--- config.mk ---
export PLATFORM = sky130hd
export DESIGN_NAME = seq_alu
export DESIGN_NICKNAME = d
export VERILOG_FILES = /design/src/rtl/seq_alu_pkg.sv /design/src/rtl/seq_alu_mul.sv /design/src/rtl/seq_alu.sv
export SDC_FILE = /design/constraint.sdc
export NUM_CORES = 1
export LEC_CHECK = 0
export CAP_MARGIN = 20
export CORE_AREA = 3 3 64 66
export DETAILED_ROUTE_END_ITERATION = 7
export DIE_AREA = 0 0 67 69
export HOLD_SLACK_MARGIN = 0.05
export PLACE_DENSITY = 0.85
export REMOVE_ABC_BUFFERS = 1
export SLEW_MARGIN = 20
export SYNTH_ARGS = -nofsm -noshare
export SYNTH_HDL_FRONTEND = slang
export SYNTH_SLANG_ARGS = --single-unit
export TNS_END_PERCENT = 100
--- constraint.sdc ---
create_clock -name clk -period 1.9 [get_ports clk]
set_input_delay 0.38 -clock clk [delete_from_list [all_inputs] [get_ports clk]]
set_output_delay 0.38 -clock clk [all_outputs]
set_load 0.02 [all_outputs]
--- src/rtl/seq_alu_pkg.sv ---
`default_nettype none
// +----------------------------------------------------------------------------+
// | Module   : seq_alu_pkg                                                     |
// | Purpose  : Shared ALUOP encodings and FSM state type for the sequential    |
// |            ALU (seq_alu) and its multiplier (seq_alu_mul).                 |
// | Revision : 1.0 - initial release                                           |
// +----------------------------------------------------------------------------+
package seq_alu_pkg;

  localparam logic [2:0] OP_ADD = 3'b000;
  localparam logic [2:0] OP_SUB = 3'b001;
  localparam logic [2:0] OP_AND = 3'b010;
  localparam logic [2:0] OP_OR  = 3'b011;
  localparam logic [2:0] OP_XOR = 3'b100;
  localparam logic [2:0] OP_MUL = 3'b101;

  typedef enum logic [1:0] {
    IDLE = 2'd0,
    BUSY = 2'd1,
    HOLD = 2'd2
  } state_t;

endpackage
`default_nettype wire

--- src/rtl/seq_alu_mul.sv ---
`default_nettype none
// +----------------------------------------------------------------------------+
// | Module   : seq_alu_mul                                                     |
// | Purpose  : Unsigned shift-add multiplier, one partial product per cycle.   |
// |            Only instantiated by seq_alu when SEQ_ALU_MUL_EN is defined.    |
// | Ports    : clk, rst_n (async, active-low), start (load a/b and begin),     |
// |            a, b (operands), busy (iterating), done (result final this      |
// |            cycle), result (2*TERMINAL_RANGE-bit product).                  |
// | Revision : 1.0 - initial release                                           |
// +----------------------------------------------------------------------------+
module seq_alu_mul #(
  parameter int TERMINAL_RANGE = 8
) (
  input  logic                          clk,
  input  logic                          rst_n,
  input  logic                          start,
  input  logic [TERMINAL_RANGE-1:0]     a,
  input  logic [TERMINAL_RANGE-1:0]     b,
  output logic                          busy,
  output logic                          done,
  output logic [2*TERMINAL_RANGE-1:0]   result
);

  localparam int                 c_cnt_w = $clog2(TERMINAL_RANGE + 1);
  localparam logic [c_cnt_w-1:0] c_last  = c_cnt_w'(TERMINAL_RANGE);

  logic                          r_busy;
  logic [c_cnt_w-1:0]            r_cnt;
  logic [2*TERMINAL_RANGE-1:0]   r_acc;
  logic [2*TERMINAL_RANGE-1:0]   r_mcand;
  logic [TERMINAL_RANGE-1:0]     r_mplier;

  // The first partial product (bit 0 of b) is folded into the start cycle so
  // the full product is settled after TERMINAL_RANGE busy cycles and the
  // parent can capture it on the edge that leaves BUSY.
  always_ff @(posedge clk or negedge rst_n) begin
    if (!rst_n) begin
      r_busy   <= 1'b0;
      r_cnt    <= '0;
      r_acc    <= '0;
      r_mcand  <= '0;
      r_mplier <= '0;
    end else if (start) begin
      r_busy   <= 1'b1;
      r_cnt    <= c_cnt_w'(1);
      r_acc    <= b[0] ? {{TERMINAL_RANGE{1'b0}}, a} : '0;
      r_mcand  <= {{(TERMINAL_RANGE-1){1'b0}}, a, 1'b0};
      r_mplier <= b >> 1;
    end else if (r_busy) begin
      if (r_cnt == c_last) begin
        r_busy <= 1'b0;
      end else begin
        if (r_mplier[0]) begin
          r_acc <= r_acc + r_mcand;
        end
        r_mcand  <= r_mcand << 1;
        r_mplier <= r_mplier >> 1;
        r_cnt    <= r_cnt + c_cnt_w'(1);
      end
    end
  end

  assign busy   = r_busy;
  assign done   = r_busy && (r_cnt == c_last);
  assign result = r_acc;

endmodule
`default_nettype wire

--- src/rtl/seq_alu.sv ---
`default_nettype none
// +----------------------------------------------------------------------------+
// | Module   : seq_alu                                                         |
// | Purpose  : Handshaked sequential ALU: ADD/SUB/AND/OR/XOR complete in one   |
// |            cycle, MUL (optional) via shift-add sub-module. Result and      |
// |            flags are registered and held until out_ready.                  |
// | Ports    : clk, rst_n (async, active-low); in_valid/in_ready request side; |
// |            A, B, cin, ALUOP operands; out_valid/out_ready result side;     |
// |            product, product_hi, cout, Zero, Neg, Ovf, Err results.         |
// | Config   : `define SEQ_ALU_MUL_EN to build the multiplier; otherwise       |
// |            ALUOP 101 is reported as an illegal op.                         |
// | Revision : 1.0 - initial release                                           |
// +----------------------------------------------------------------------------+
module seq_alu
  import seq_alu_pkg::*;
#(
  parameter int TERMINAL_RANGE = 8,
  parameter int OUT_REG        = 1
) (
  input  logic                      clk,
  input  logic                      rst_n,
  input  logic                      in_valid,
  output logic                      in_ready,
  input  logic [TERMINAL_RANGE-1:0] A,
  input  logic [TERMINAL_RANGE-1:0] B,
  input  logic                      cin,
  input  logic [2:0]                ALUOP,
  output logic                      out_valid,
  input  logic                      out_ready,
  output logic [TERMINAL_RANGE-1:0] product,
  output logic [TERMINAL_RANGE-1:0] product_hi,
  output logic                      cout,
  output logic                      Zero,
  output logic                      Neg,
  output logic                      Ovf,
  output logic                      Err
);

  localparam int c_msb = TERMINAL_RANGE - 1;

  // Only the fully registered output mode exists.
  if (TERMINAL_RANGE < 2 || TERMINAL_RANGE > 32 || OUT_REG != 1) begin : g_param_check
    $error("seq_alu: unsupported TERMINAL_RANGE or OUT_REG value");
  end

  state_t                    r_state;
  state_t                    w_state_nxt;
  logic                      w_accept;
  logic [TERMINAL_RANGE:0]   w_sum;
  logic [TERMINAL_RANGE:0]   w_diff;
  logic [TERMINAL_RANGE-1:0] w_lo;
  logic                      w_cout;
  logic                      w_ovf;
  logic                      w_err;
  logic                      w_is_mul;

  assign in_ready  = (r_state == IDLE);
  assign out_valid = (r_state == HOLD);
  assign w_accept  = in_valid && in_ready;

  // Extra top bit carries the carry-out (ADD) or borrow (SUB).
  assign w_sum  = {1'b0, A} + {1'b0, B} + (TERMINAL_RANGE+1)'(cin);
  assign w_diff = {1'b0, A} - {1'b0, B} - (TERMINAL_RANGE+1)'(cin);

  always_comb begin
    w_lo     = '0;
    w_cout   = 1'b0;
    w_ovf    = 1'b0;
    w_err    = 1'b0;
    w_is_mul = 1'b0;
    case (ALUOP)
      OP_ADD: begin
        w_lo   = w_sum[c_msb:0];
        w_cout = w_sum[TERMINAL_RANGE];
        w_ovf  = (A[c_msb] == B[c_msb]) && (w_sum[c_msb] != A[c_msb]);
      end
      OP_SUB: begin
        w_lo   = w_diff[c_msb:0];
        w_cout = ~w_diff[TERMINAL_RANGE];
        w_ovf  = (A[c_msb] != B[c_msb]) && (w_diff[c_msb] != A[c_msb]);
      end
      OP_AND: w_lo = A & B;
      OP_OR:  w_lo = A | B;
      OP_XOR: w_lo = A ^ B;
`ifdef SEQ_ALU_MUL_EN
      OP_MUL: w_is_mul = 1'b1;
`endif
      default: w_err = 1'b1;
    endcase
  end

`ifdef SEQ_ALU_MUL_EN
  logic                          w_mul_busy;
  logic                          w_mul_done;
  logic [2*TERMINAL_RANGE-1:0]   w_mul_res;

  seq_alu_mul #(
    .TERMINAL_RANGE (TERMINAL_RANGE)
  ) u_mul (
    .clk    (clk),
    .rst_n  (rst_n),
    .start  (w_accept && w_is_mul),
    .a      (A),
    .b      (B),
    .busy   (w_mul_busy),
    .done   (w_mul_done),
    .result (w_mul_res)
  );
`endif

  always_ff @(posedge clk or negedge rst_n) begin
    if (!rst_n) begin
      r_state <= IDLE;
    end else begin
      r_state <= w_state_nxt;
    end
  end

  always_comb begin
    w_state_nxt = r_state;
    case (r_state)
      IDLE: begin
        if (w_accept) begin
          w_state_nxt = w_is_mul ? BUSY : HOLD;
        end
      end
      BUSY: begin
`ifdef SEQ_ALU_MUL_EN
        // A multiplier that has gone idle without signalling done cannot
        // occur in normal operation; leaving BUSY avoids a lock-up.
        if (w_mul_done || !w_mul_busy) begin
          w_state_nxt = HOLD;
        end
`else
        w_state_nxt = HOLD;
`endif
      end
      HOLD: begin
        if (out_ready) begin
          w_state_nxt = IDLE;
        end
      end
      default: w_state_nxt = IDLE;
    endcase
  end

  // Illegal ops yield w_lo = 0, which produces Zero = 1 and Neg = 0 naturally.
  always_ff @(posedge clk or negedge rst_n) begin
    if (!rst_n) begin
      product    <= '0;
      product_hi <= '0;
      cout       <= 1'b0;
      Zero       <= 1'b0;
      Neg        <= 1'b0;
      Ovf        <= 1'b0;
      Err        <= 1'b0;
    end else if (w_accept && !w_is_mul) begin
      product    <= w_lo;
      product_hi <= '0;
      cout       <= w_cout;
      Zero       <= (w_lo == '0);
      Neg        <= w_lo[c_msb];
      Ovf        <= w_ovf;
      Err        <= w_err;
`ifdef SEQ_ALU_MUL_EN
    end else if ((r_state == BUSY) && w_mul_done) begin
      product    <= w_mul_res[c_msb:0];
      product_hi <= w_mul_res[2*TERMINAL_RANGE-1:TERMINAL_RANGE];
      cout       <= (w_mul_res[2*TERMINAL_RANGE-1:TERMINAL_RANGE] != '0);
      Zero       <= (w_mul_res[c_msb:0] == '0);
      Neg        <= w_mul_res[c_msb];
      Ovf        <= 1'b0;
      Err        <= 1'b0;
`endif
    end
  end

endmodule
`default_nettype wire

; Word level (Yosys, flattened, before mapping)
; Index checks and enable logic that the tools add are counted.
[totals]
ram_bits = 0
n_memories = 0
word_cells = 42
rom_bits = 0
register_bits = 15
latch_bits = 0
[op_classes]
n_reduce_logical = 8
n_div = 0
n_eq_ne = 12
shift = 0
n_mul = 0
order_cmp = 0
addsub = 4
mux = 7
bitwise = 4
[ops]
columns = operator, n
row1 = 8-bit case mux with 5 select lines, 1
row2 = 8-bit by 8-bit adder with 9-bit output, 1
row3 = 9-bit by 1-bit adder with 9-bit output, 1
row4 = 8-bit by 8-bit subtractor with 9-bit output, 1
row5 = 9-bit by 1-bit subtractor with 9-bit output, 1
row6 = 8-bit bitwise AND, 1
row7 = 8-bit zero test, 1
row8 = 8-bit bitwise OR, 1
row9 = 8-bit XOR, 1
row10 = "3-bit by 2-bit equality test with 1-bit output, second input constant", 2
row11 = 2-bit case mux with 3 select lines, 1
row12 = 5-bit OR reduction, 1
row13 = 2-bit 2-to-1 mux, 2
row14 = "2-bit by 1-bit inequality test with 1-bit output, second input constant", 2
row15 = 1-bit case mux with 2 select lines, 2
row16 = "3-bit by 1-bit equality test with 1-bit output, second input constant", 1
row17 = "3-bit equality test, second input constant", 1
row18 = 1-bit logical AND, 3
row19 = 3-bit zero test, 1
row20 = 1-bit inequality test, 3
row21 = "2-bit by 1-bit equality test with 1-bit output, second input constant", 1
row22 = "2-bit equality test, second input constant", 1
row23 = 2-bit zero test, 1
row24 = 2-bit AND reduction, 1
row25 = other kinds (3), 3

; Longest topological paths before layout
[logic_depth]
depth_word = 5
depth_mapped = 10

; Worst setup path before layout
; Ideal clock, no wire load.
[synth_timing]
kind = input-to-reg
start = in A[4]
end = reg Zero
path_stages = 9
setup_slack_ns = -0.460
required_ns = 1.796
arrival_time_ns = 2.257
setup_time_ns = 0.104
cell_sequence = inv_1 ha_1 ha_1 a211oi_1 nor2_1 nor3_2 xor2_1 o221ai_2 o41ai_2
[synth_between]
elab_chain_len = 4
[synth_rtl]
columns = item, line_no
row1 = from (decl), seq_alu.sv:24  ; input logic [TERMINAL_RANGE-1:0] A,
row2 = 8-bit by 8-bit subtractor with 9-bit output or 8-bit by 8-bit adder with 9-bit output (tied branches), "seq_alu.sv:63, seq_alu.sv:62"
row3 = 9-bit by 1-bit subtractor with 9-bit output or 9-bit by 1-bit adder with 9-bit output (tied branches), "seq_alu.sv:63, seq_alu.sv:62"
row4 = 8-bit case mux with 5 select lines (*), seq_alu.sv:71  ; case (ALUOP)
row5 = 8-bit zero test (*), seq_alu.sv:161  ; Zero <= (w_lo == '0);
row6 = to (signal assigned), seq_alu.sv:161
row7 = to (decl), seq_alu.sv:33  ; output logic Zero,
; Mark *: on every way between the ends. The rest lies on a longest branch, timed or not.
; A chain may end at the register's enable or synchronous reset.

; Worst setup path in the final report
[layout_timing]
start = in ALUOP[1]
end = reg Zero
[layout_between]
elab_chain_len = 3
[layout_rtl]
columns = item, line_no
row1 = from (decl), seq_alu.sv:27  ; input logic [2:0] ALUOP,
row2 = "3-bit equality test, or another cell as far along", seq_alu.sv:71
row3 = 8-bit case mux with 5 select lines (*), seq_alu.sv:71
row4 = 8-bit zero test (*), seq_alu.sv:161
; Marks and branches as above.

==> flow_metrics.tcl <==
set metrics [dict create \
    path_delay_family "buffers and inverters" \
    rsz0062_at_grt "true" \
    fp.dieArea_mm2 0.00462 \
    synthTopCellsByArea "ha_1 19%, dfrtp_1 17%, inv_1 5.6%, fa_1 4.1%, a21oi_1 3.9%" \
    clock_sink_count 13 \
    vias_per_cell 6.35 \
    cp_slowest_cell "clkdlybuf4s50_1" \
    die_y_um 69 \
    synth_ff_type "dfrtp_1" \
    clk_pin_slew_worst_paths_ns 0.06 \
    n_antenna_cell 0 \
    topRoutingLayerUsed "met4" \
    slew_viol_final 0 \
    crit_buf_inv 3 \
    ff2ff_path_depth 6 \
    postSynthCellCount 238 \
    relSlewSlack_pct 61.2 \
    drt-initial-drc-count 281 \
    wl_met1_mm 3.02 \
    synth_cell_types 55 \
    fin_crit_sh_pct 126 \
    synth_top_area_share_pct 19.4 \
    clk_latency_ns 0.24 \
    drv_cap 0 \
    final_cell_mix "73 x buf_4, 21 x clkdlybuf4s50_1, 17 x inv_2" \
    final_util_pct 91.0 \
    setup.worst_path.start_class "primary input" \
    worst_ir_drop_vdd_mv 0.274 \
    finalSetupViolCount 10 \
    drt-total-wl_mm 8.75 \
    area_growth_pct 70.6 \
    ant_nets 0 \
    critPathMaxStageDelay_ns 0.59 \
    hold_viol_final 0 \
    r2r_start "r_state[1]" \
    cts_tree "yes" \
    yosys_register_bits 13 \
    hold_ws_ns 0.504 \
    r2r_slack_ns 0.11 \
    synth-seq-area-share_pct 16.8 \
    dp_hpwl_mm 4.64 \
    layout_commonest_cell "buf_4" \
    synth.avg_cell_area_um2 8.15 \
    initial_core_util_pct 53.4 \
    drc 0 \
    routedWlPerCell_um 22.2 \
    routed-wl-met3_um 770 \
    grt_pass1_wl_mm 11.6 \
    place_congestion 0.910 \
    ios 47 \
    portBuffers 38 \
    worst_pin_slew_ns 0.581 \
    clock.fmax_ghz 0.417 \
    ctsLongestPathBuffers 2 \
    timing.rr.end "Zero" \
    yosysWarnings 0 \
    yosysTopAreaCell "ha_1" \
    via_count 2502 \
    violations "setup timing" \
    firstDrtPassIters 5 \
    grt-ovfl-total 0 \
    clockRootBuffer "clkbuf_8" \
    netlist_area_mm2 0.00194 \
    synth-edff-count 0 \
    hp-class "in -> async" \
    layout-drive-gt1-share_pct 48.6 \
    setup_slack_ns -0.496 \
    end_kind "flop" \
    outcome "finished with violations" \
    crit_chain "clkdlybuf4s50_1 > buf_4 > buf_4 > mux2i_1 > o21a_1 > nor2_1 > nor2_1 > nand4_1 > o41ai_2" \
    arrival_ns 2.54 \
    fin_crit_ns 2.40 \
    htree_levels 1 \
    wl_met2_mm 4.27 \
    async_flop_share_pct 100 \
    cts_buffers 3 \
    grt_usage_pct 32.4 \
    crit_fanout 7 \
    grt_max_degree 14 \
    cp.required_ns 2.04 \
    leakage_nw 1.50 \
    die_w_um 67 \
    holdBufCountCts 0 \
    fin_skew_ns 0.00108 \
    rows 22 \
    p_per_area_mw_per_mm2 569 \
    dpl_worst_slack_ns -1.22 \
    path_class "in -> reg" \
    grt_pass1_vias 2408 \
    core-area_mm2 0.00363 \
    final_nets 405 \
    antenna_found_initial 0 \
]
[metrics by stage]
step | TNS, ns | total power [mW] | cells | area (µm²)
2_1_floorplan | -2.61 | 0.833 | 227 | 1840
3_3_place_gp | -9.83 | 1.25 | 382 | 2800
3_5_place_dp | -10.84 | 1.29 | 382 | 2800
4_1_cts | -2.00 | 1.69 | 392 | 3210
5_1_grt | -3.42 | 1.97 | 394 | 3310
6_report | -2.96 | 1.88 | 394 | 3310
[power breakdown]
group / internal (mW) / switching (mW)
logic: 0.610 / 0.654
clock network: 0.148 / 0.104
registers: 0.329 / 0.0378
[worst max path at each step]
stage / start / to / cells past startpoint
5_1_grt: A[2] / Zero / 12
2_1_floorplan: A[4] / Zero / 9
6_report: ALUOP[1] / Zero / 9
3_3_place_gp: A[0] / Zero / 10
4_1_cts: cin / Zero / 11
3_5_place_dp: A[0] / Zero / 10
[synth_stat cells (all sizes together) (4+ instances only)]
master  number
ha          30
inv         29
nor2        20
o21ai       18
a21oi       15
buf         15
dfrtp       13
nand2       12
a211oi       7
nor3         6
xor2         6
o211ai       5
o21a         5
fa           4
nand2b       4
[cells by family (layout without fill, tap and decap cells)]
| logic type | count (synthesis) | in the layout | synth area share [%] |
|---|---|---|---|
| simple gates | 62 | 62 | 16.1 |
| flops | 13 | 13 | 16.8 |
| fa+ha+maj | 34 | 34 | 23.5 |
| xor+xnor | 10 | 10 | 5.23 |
| buf+inv | 47 | 148 | 11.9 |
| other cells | 1 | 8 | 0.193 |
| compound gates | 67 | 67 | 24.1 |
| mux | 4 | 4 | 2.19 |
[registers in the layout, indices dropped and copies added, names as in the netlist]
register  flops
product       8
Err           1
Ovf           1
Zero          1
cout          1
r_state       1
[layer usage]
metal	vias to the layer above	GRT usage (%)
met5	-	0
met4	0	15.8
met3	90	3.75
met2	221	57.6
met1	1164	36.8
li1	1027	-
[repair_timing]
action                                  CTS  global route
endpoints found under the setup margin   11            10
pin swaps                                31            12
buffers inserted                          6             2
gates resized for setup                 110            28
[layout make-up]
cell class,count,area [µm²]
timing repair buffer,115,960
sequential,13,325
tap,48,60.1
inverter,29,114
multi-input combinational,185,1800
fill,142,325
clock buffer,4,45.0
(Power assumes the default switching activity.)
